--- src/rtl/issue_entry_queue.sv ---
// ---------------------------------------------------------------------------
// issue_entry_queue
//
// FIFO of decoded scoreboard entries between decode and the load/store
// reordering stage. It absorbs decode bursts while the downstream stages
// stall, and it counts how many buffered entries are memory operations so
// that the reorderer can see LSU pressure ahead of time.
//
// Optional feature: define ISSUE_QUEUE_BYPASS_EN to present an incoming
// entry combinationally on the head outputs while the queue is empty.
//
// Ports:
//   clk_i                  clock, rising edge
//   rst_ni                 asynchronous active-low reset
//   flush_i                synchronous flush; clears pointers and counters
//   decoded_instr_i        entry from decode
//   decoded_instr_valid_i  decode entry valid
//   is_ctrl_flow_i         decode entry is control flow
//   decoded_instr_ack_o    entry accepted this cycle (!full && !flush)
//   issue_entry_o          head entry to the reorderer ('0 when empty)
//   issue_entry_valid_o    head valid
//   is_ctrl_flow_o         head control-flow flag
//   issue_instr_ack_i      downstream consumed the head
//   usage_o                number of stored entries
//   mem_op_count_o         stored entries whose fu is LOAD or STORE
//   full_o                 usage_o == DEPTH
//
// A minimal ariane_pkg is provided here so the block is self-contained.
// ---------------------------------------------------------------------------

package ariane_pkg;

    typedef enum logic [3:0] {
        NONE      = 4'd0,
        LOAD      = 4'd1,
        STORE     = 4'd2,
        ALU       = 4'd3,
        CTRL_FLOW = 4'd4,
        MULT      = 4'd5,
        CSR       = 4'd6,
        FPU       = 4'd7
    } fu_t;

    typedef struct packed {
        logic [31:0] pc;
        logic [2:0]  trans_id;
        fu_t         fu;
        logic [7:0]  op;
        logic [4:0]  rs1;
        logic [4:0]  rs2;
        logic [4:0]  rd;
        logic [31:0] result;
        logic        valid;
    } scoreboard_entry_t;

endpackage

module issue_entry_queue #(
    parameter int unsigned DEPTH = 4
) (
    input  logic                                clk_i,
    input  logic                                rst_ni,
    input  logic                                flush_i,
    input  ariane_pkg::scoreboard_entry_t       decoded_instr_i,
    input  logic                                decoded_instr_valid_i,
    input  logic                                is_ctrl_flow_i,
    output logic                                decoded_instr_ack_o,
    output ariane_pkg::scoreboard_entry_t       issue_entry_o,
    output logic                                issue_entry_valid_o,
    output logic                                is_ctrl_flow_o,
    input  logic                                issue_instr_ack_i,
    output logic [$clog2(DEPTH):0]              usage_o,
    output logic [$clog2(DEPTH):0]              mem_op_count_o,
    output logic                                full_o
);

    localparam int unsigned PTR_W = $clog2(DEPTH);
    localparam int unsigned CNT_W = PTR_W + 1;
    localparam logic [CNT_W-1:0] DEPTH_C = CNT_W'(DEPTH);
    localparam logic [CNT_W-1:0] CNT_ZERO = {CNT_W{1'b0}};
    localparam logic [CNT_W-1:0] CNT_ONE = CNT_W'(1);
    localparam logic [PTR_W-1:0] PTR_ZERO = {PTR_W{1'b0}};
    localparam logic [PTR_W-1:0] PTR_ONE = PTR_W'(1);

    // Memory operations are the entries that end up in the LSU.
    function automatic logic is_mem_op(input ariane_pkg::fu_t fu);
        logic res;
        case (fu)
            ariane_pkg::LOAD,
            ariane_pkg::STORE: res = 1'b1;
            default:           res = 1'b0;
        endcase
        return res;
    endfunction

    // Storage is never cleared: an empty queue forces the outputs to zero,
    // so stale slot contents are unobservable.
    ariane_pkg::scoreboard_entry_t sbe_mem_r [DEPTH];
    logic                          cf_mem_r  [DEPTH];

    logic [PTR_W-1:0] wr_ptr_r;
    logic [PTR_W-1:0] rd_ptr_r;
    logic [CNT_W-1:0] usage_r;
    logic [CNT_W-1:0] mem_cnt_r;

    logic                          empty_s;
    logic                          full_s;
    logic                          ack_s;
    logic                          push_s;
    logic                          pop_s;
    logic                          push_mem_s;
    logic                          pop_mem_s;
    logic                          bypass_s;
    logic                          bypass_take_s;
    ariane_pkg::scoreboard_entry_t head_sbe_s;
    logic                          head_cf_s;

    // Handshake decode: push/pop qualification and bypass detection.
    always_comb begin
        empty_s    = (usage_r == CNT_ZERO);
        full_s     = (usage_r == DEPTH_C);
        // Upstream ack never looks at downstream ack: no comb path across.
        ack_s      = !full_s && !flush_i;
        head_sbe_s = sbe_mem_r[rd_ptr_r];
        head_cf_s  = cf_mem_r[rd_ptr_r];
`ifdef ISSUE_QUEUE_BYPASS_EN
        bypass_s      = empty_s && decoded_instr_valid_i;
        // An entry consumed straight through the bypass is never written.
        bypass_take_s = bypass_s && issue_instr_ack_i && !flush_i;
`else
        bypass_s      = 1'b0;
        bypass_take_s = 1'b0;
`endif
        push_s     = decoded_instr_valid_i && ack_s && !bypass_take_s;
        pop_s      = !empty_s && issue_instr_ack_i && !flush_i;
        push_mem_s = push_s && is_mem_op(decoded_instr_i.fu);
        pop_mem_s  = pop_s && is_mem_op(head_sbe_s.fu);
    end

    // Output mux: head slot, bypassed input, or zero when nothing to show.
    always_comb begin
        issue_entry_o       = '0;
        issue_entry_valid_o = 1'b0;
        is_ctrl_flow_o      = 1'b0;
        if (!empty_s) begin
            issue_entry_o       = head_sbe_s;
            issue_entry_valid_o = 1'b1;
            is_ctrl_flow_o      = head_cf_s;
        end else if (bypass_s && !flush_i) begin
            issue_entry_o       = decoded_instr_i;
            issue_entry_valid_o = 1'b1;
            is_ctrl_flow_o      = is_ctrl_flow_i;
        end else begin
            issue_entry_o       = '0;
            issue_entry_valid_o = 1'b0;
            is_ctrl_flow_o      = 1'b0;
        end
        decoded_instr_ack_o = ack_s;
        usage_o             = usage_r;
        mem_op_count_o      = mem_cnt_r;
        full_o              = full_s;
    end

    // Slot write on every accepted push.
    always_ff @(posedge clk_i) begin
        if (push_s) begin
            sbe_mem_r[wr_ptr_r] <= decoded_instr_i;
            cf_mem_r[wr_ptr_r]  <= is_ctrl_flow_i;
        end
    end

    // Pointer and occupancy bookkeeping; flush wipes everything.
    always_ff @(posedge clk_i or negedge rst_ni) begin
        if (!rst_ni) begin
            wr_ptr_r  <= PTR_ZERO;
            rd_ptr_r  <= PTR_ZERO;
            usage_r   <= CNT_ZERO;
            mem_cnt_r <= CNT_ZERO;
        end else if (flush_i) begin
            wr_ptr_r  <= PTR_ZERO;
            rd_ptr_r  <= PTR_ZERO;
            usage_r   <= CNT_ZERO;
            mem_cnt_r <= CNT_ZERO;
        end else begin
            // Pointers wrap naturally because DEPTH is a power of two.
            if (push_s) begin
                wr_ptr_r <= wr_ptr_r + PTR_ONE;
            end else begin
                wr_ptr_r <= wr_ptr_r;
            end
            if (pop_s) begin
                rd_ptr_r <= rd_ptr_r + PTR_ONE;
            end else begin
                rd_ptr_r <= rd_ptr_r;
            end
            case ({push_s, pop_s})
                2'b10:   usage_r <= usage_r + CNT_ONE;
                2'b01:   usage_r <= usage_r - CNT_ONE;
                default: usage_r <= usage_r;
            endcase
            case ({push_mem_s, pop_mem_s})
                2'b10:   mem_cnt_r <= mem_cnt_r + CNT_ONE;
                2'b01:   mem_cnt_r <= mem_cnt_r - CNT_ONE;
                default: mem_cnt_r <= mem_cnt_r;
            endcase
        end
    end

endmodule

--- config.mk ---
export PLATFORM = sky130hd
export DESIGN_NAME = issue_entry_queue
export DESIGN_NICKNAME = d
export VERILOG_FILES = /design/src/rtl/issue_entry_queue.sv
export SDC_FILE = /design/constraint.sdc
export NUM_CORES = 1
export LEC_CHECK = 0
export CAP_MARGIN = 20
export CORE_AREA = 3 3 230 255
export CTS_BUF_LIST = sky130_fd_sc_hd__clkbuf_8
export DETAILED_ROUTE_END_ITERATION = 10
export DIE_AREA = 0 0 233 258
export HOLD_SLACK_MARGIN = 0.06
export PLACE_DENSITY = 0.54
export SYNTH_ARGS = -nofsm -noshare
export SYNTH_HDL_FRONTEND = slang
export SYNTH_SLANG_ARGS = --single-unit
--- constraint.sdc ---
create_clock -name clk_i -period 5 [get_ports clk_i]
set_input_delay 0.5 -clock clk_i [delete_from_list [all_inputs] [get_ports clk_i]]
set_output_delay 0.5 -clock clk_i [all_outputs]
set_load 0.02 [all_outputs]
# Word level (Yosys, flattened, before mapping)
# Memories as Yosys holds them, arrays and structs flattened.
# Index checks and enable logic that the tools add are counted.
# totals
ff_bits,10
ramBits,384
input_bits,101
out_inout_bits,105
wordCells,52
memories,2
# mem_list
name,words,width,read_ports,rd_ports_with_merged_regs,write_ports,line,rtl
sbe_mem_r,4,95,1,0,1,98,ariane_pkg::scoreboard_entry_t sbe_mem_r [DEPTH];
cf_mem_r,4,1,1,0,1,99,logic cf_mem_r [DEPTH];
# classes
add_sub_neg,6
eq_ne,9
n_mux,15
reduce_logical,16
# ops
cell,count
$mux W95,1
$pmux W3 S2,2
$eq A4 B1 Y1 const B,2
$eq A4 B2 Y1 const B,2
$mux W2,4
$add A3 B1 Y3 const B,2
$logic_and A1 B1 Y1,6
$mux W1,6
$mux W3,2
$reduce_bool A3 Y1,2
$sub A3 B1 Y3 const B,2
$add A2 B1 Y2 const B,2
$eq A2 B1 Y1 const B,2
$eq A2 B2 Y1 const B,2
$reduce_bool A2 Y1,2
$reduce_or A2 Y1,2
$eq A3 B3 Y1 const B,1
$logic_not A1 Y1,3
$logic_not A3 Y1,1

# Longest topological paths before layout
# depth
ltp_word,8
mapped_depth,10
mapped_depth_nobuf,10

# Worst setup path after synthesis
# Ideal clock, no wire load.
# synth_path
path_type,register to register
from,"reg usage_r[0], in the netlist usage_o[0]"
to,"mem cf_mem_r[0], enable pin"
setup_time_ns,0.466
t_arrival_ns,3.470
required_time_ns,4.534
path_slack_ns,1.065
stages_incl_launch_ff,5
path_buffers,0
synth_period_minus_slack_ns,3.935
path_cell_list,dfrtp_1 or3b_2 inv_1 nor2_1 and2_1
# synth_between
elab_chain_cells,6
# synth_lines
item,line,rtl
"start, declared",103,logic [CNT_W-1:0] usage_r;
"start signal, assigned",197,2'b10: usage_r <= usage_r + CNT_ONE;
"start signal, assigned",198,2'b01: usage_r <= usage_r - CNT_ONE;
"start signal, assigned",199,default: usage_r <= usage_r;
$eq A3 B3 Y1,121,full_s = (usage_r == DEPTH_C);
net full_o,74,output logic full_o
$logic_not A1 Y1,123,ack_s = !full_s && !flush_i;
$logic_and A1 B1 Y1,123,
$logic_and A1 B1 Y1,134,push_s = decoded_instr_valid_i && ack_s && !bypass_take_s;
$mux W1,166,if (push_s) begin
$mux W1 (not written as such),168,cf_mem_r[wr_ptr_r] <= is_ctrl_flow_i;
"end, declared",99,
# The timed path passes the listed nets, and every way through them passes these cells.

==> metrics.yaml <==
final.fill_count: 5293
run_status: "finished clean"
number_of_synthesized_flops_with_an_enable_pin: 384
grt_max_degree: 81
grt_pass1_wl_um: 50700
postLayoutSetupSlackWorst_ns: 1.19
nNetsFinal: 1046
worst_slew_margin_rel: 0.370
port_buffers: 205
cts.sinks: 394
synth_cell_types: 34
tritoncts: "done"
die_y_um: 258
final_design_area_no_fill_mm2: 0.0195
max_slew.worst_pin.slew_ns: 0.946
cts.htree.levels: 3
timing.final.max_slew_violations: 0
wl_met1_um: 13900
asyncSetResetFlopFracSynth: 0.0254
clk_pin_slew_ns: 0.06
syn-cell-area_mm2: 0.0152
cts.repair_timing.setup_buffer_count: 0
multiInputGateArea_mm2: 0.00323
gr-total-overflow: 0
max_cap_violations: 0
cp-end-kind: "output port"
grt_setup_unrepaired: "false"
core_mm2: 0.0561
synth_seq_area_share: 0.777
global_route.usage.total: 0.112
route.vias.total: 7440
critical_path.slowest_cell: "sky130_fd_sc_hd__dfrtp_4"
layout.cells.most_common: "sky130_fd_sc_hd__edfxtp_1"
final_layout_size_suffix_gt1_frac: 0.210
startpoint_type: "register"
max_fclk_mhz: 263
layout_common_cells: "sky130_fd_sc_hd__edfxtp_1 (384), sky130_fd_sc_hd__clkdlybuf4s50_1 (205), sky130_fd_sc_hd__and2_1 (97)"
placedInstanceArea_mm2: 0.0182
dpl_worst_slack_ns: 1.48
area_grow_syn2layout_pct: 28.4
critical_path_peak_fanout: 51
power_leakage_nw: 6.15
ys_ff_latch: 394
power.density_mw_per_mm2: 544
timing.final.crit_period_ns: 3.81
critical_path.cell_chain: "buf_12 > mux4_2 > and2_1 > clkdlybuf4s50_1"
final.hold.worst_slack_ns: 0.221
r2r.worst_path.cells: 7
synth_area_per_cell_um2: 22.2
drt_pre_antenna_iters: 5
rows: 91
io-pin-count: 206
report.final.hold_viol_count: 0
r2r_setup_slack_ns: 1.91
top_layer: "met5"
floorplan.initialDensity: 0.270
ys.warnings.count: 0
total_cts_buffers: 70
root_buffer: "sky130_fd_sc_hd__clkbuf_8"
final_min_period_over_clock_period: 0.762
yosys_most_used_dff: "sky130_fd_sc_hd__edfxtp_1"
cts.hold.buffers_added: 0
detail-route-antenna-nets: 0
hold_class: "in2async"
max_stage_delay_ns: 0.84
detail_route.wl_per_cell_um: 19.1
half_perimeter_wire_length_after_placement_um: 19400
metal3_wl_um: 1940
grt_pass1_vias: 8325
syn_inst: 682
skew_ns: 0.0196
crit_required_ns: 4.50
clock_insertion_delay_worst_skew_ns: 0.63
dr.first_iter.drc_count: 359
worst_setup_path_startpoint: "rd_ptr_r[0]$_DFFE_PN0P_"
post_cts.resized_instances: 0
r2r-start: "rd_ptr_r[0]$_DFFE_PN0P_"
finalWirelength_um: 33100
worstPathArrival_ns: 3.31
max-vdd-ir-drop_uv: 299
per_cell_via_count_in_the_routed_design: 4.29
report.final.setup_viol: 0
area_of_the_die_mm2: 0.0601
met2RoutedLength_um: 16400
grt_antenna_before_repair: 4
setup.worst_path.class: "reg2out"
routabilityCongestion: 0.687
drc: 0
mappedNetlistNets: 789
max-clock-path-buffers: 3
regArea_mm2: 0.0118
setup_tns_ns: 0
width_of_the_die_um: 233
per-layer routing:
layer  global-route usage  vias to the layer above
met4               0.0474                        2
met5                    0                        -
met1                0.138                     3885
met2                0.183                      192
li1                     -                     3299
met3               0.0334                       62
layout make-up:
type                            instances  share of cell area
Antenna cell                            2            0.000257
Clock buffer                           72              0.0509
Clock inverter                         50              0.0139
Inverter                                5            0.000964
Multi-Input combinational cell        249               0.166
Sequential cell                       394               0.606
Tap cell                              744              0.0478
Timing Repair Buffer                  219               0.115
worst max-delay path, delay by kind of cell, from the launching register on:
| kind | cells | cell delay, ns |
|---|---|---|
| buffers and inverters | 2 | 0.97 |
| DFF | 1 | 0.84 |
| muxes | 1 | 0.61 |
| and+or+nand+nor | 1 | 0.18 |
report_power, final:
part / total [mW] / internal, mW / switching (mW)
registers: 4.06 / 3.90 / 0.166
logic: 3.82 / 1.88 / 1.94
clock network: 2.70 / 1.44 / 1.27
synth_stat cells (2+ instances only):
cell type                  instances  area share
sky130_fd_sc_hd__and2_1          101       0.042
sky130_fd_sc_hd__buf_1             3     0.00074
sky130_fd_sc_hd__buf_2             7      0.0023
sky130_fd_sc_hd__clkbuf_1         23      0.0057
sky130_fd_sc_hd__dfrtp_1          10       0.017
sky130_fd_sc_hd__edfxtp_1        384        0.76
sky130_fd_sc_hd__fa_1              2      0.0026
sky130_fd_sc_hd__ha_1              4      0.0033
sky130_fd_sc_hd__inv_1             5      0.0012
sky130_fd_sc_hd__mux2i_1           3      0.0020
sky130_fd_sc_hd__mux4_2           96        0.14
sky130_fd_sc_hd__nand2_1           2     0.00050
sky130_fd_sc_hd__nor2_1            9      0.0022
sky130_fd_sc_hd__nor3_1            3     0.00099
sky130_fd_sc_hd__o21ai_0           3     0.00099
sky130_fd_sc_hd__o31ai_1           2     0.00099
sky130_fd_sc_hd__xnor2_1           3      0.0017
sky130_fd_sc_hd__xor2_1            6      0.0035
cell families (layout without fill, tap and decap cells):
family | count (synthesis) | in the layout | synth area share
buf+inv | 39 | 346 | 0.0107
compound gates | 10 | 10 | 0.00495
flops | 394 | 394 | 0.777
fa+ha+maj | 6 | 6 | 0.00594
other cells | 0 | 2 | 0
mux | 99 | 99 | 0.145
simple gates | 125 | 125 | 0.0513
xor+xnor | 9 | 9 | 0.00520
registers in the layout, summed over array words and instances (netlist names):
signal and count:
cf_mem_r 4, mem_op_count_o 3, rd_ptr_r 2, sbe_mem_r 380
usage_o 3, wr_ptr_r 2
metrics by stage:
step / std cells / utilization / power (mW)
finish: 1735 / 0.347 / 10.6
CTS: 1733 / 0.347 / 10.9
global route: 1734 / 0.347 / 11.2
floorplan: 682 / - / 6.30
detailed placement: 1611 / 0.324 / 8.08
global placement: 1611 / 0.324 / 8.06
final timing paths:
kind,end
worst max-delay path,issue_entry_o[20]
worst min-delay path,mem_op_count_o[1]$_DFFE_PN0P_
worst max register to register,mem_op_count_o[2]$_DFFE_PN0P_
worst min register to register,mem_op_count_o[2]$_DFFE_PN0P_
max in group asynchronous,rd_ptr_r[1]$_DFFE_PN0P_
min in group clk_i,mem_op_count_o[2]$_DFFE_PN0P_
Power figures use the tool's default switching activity.
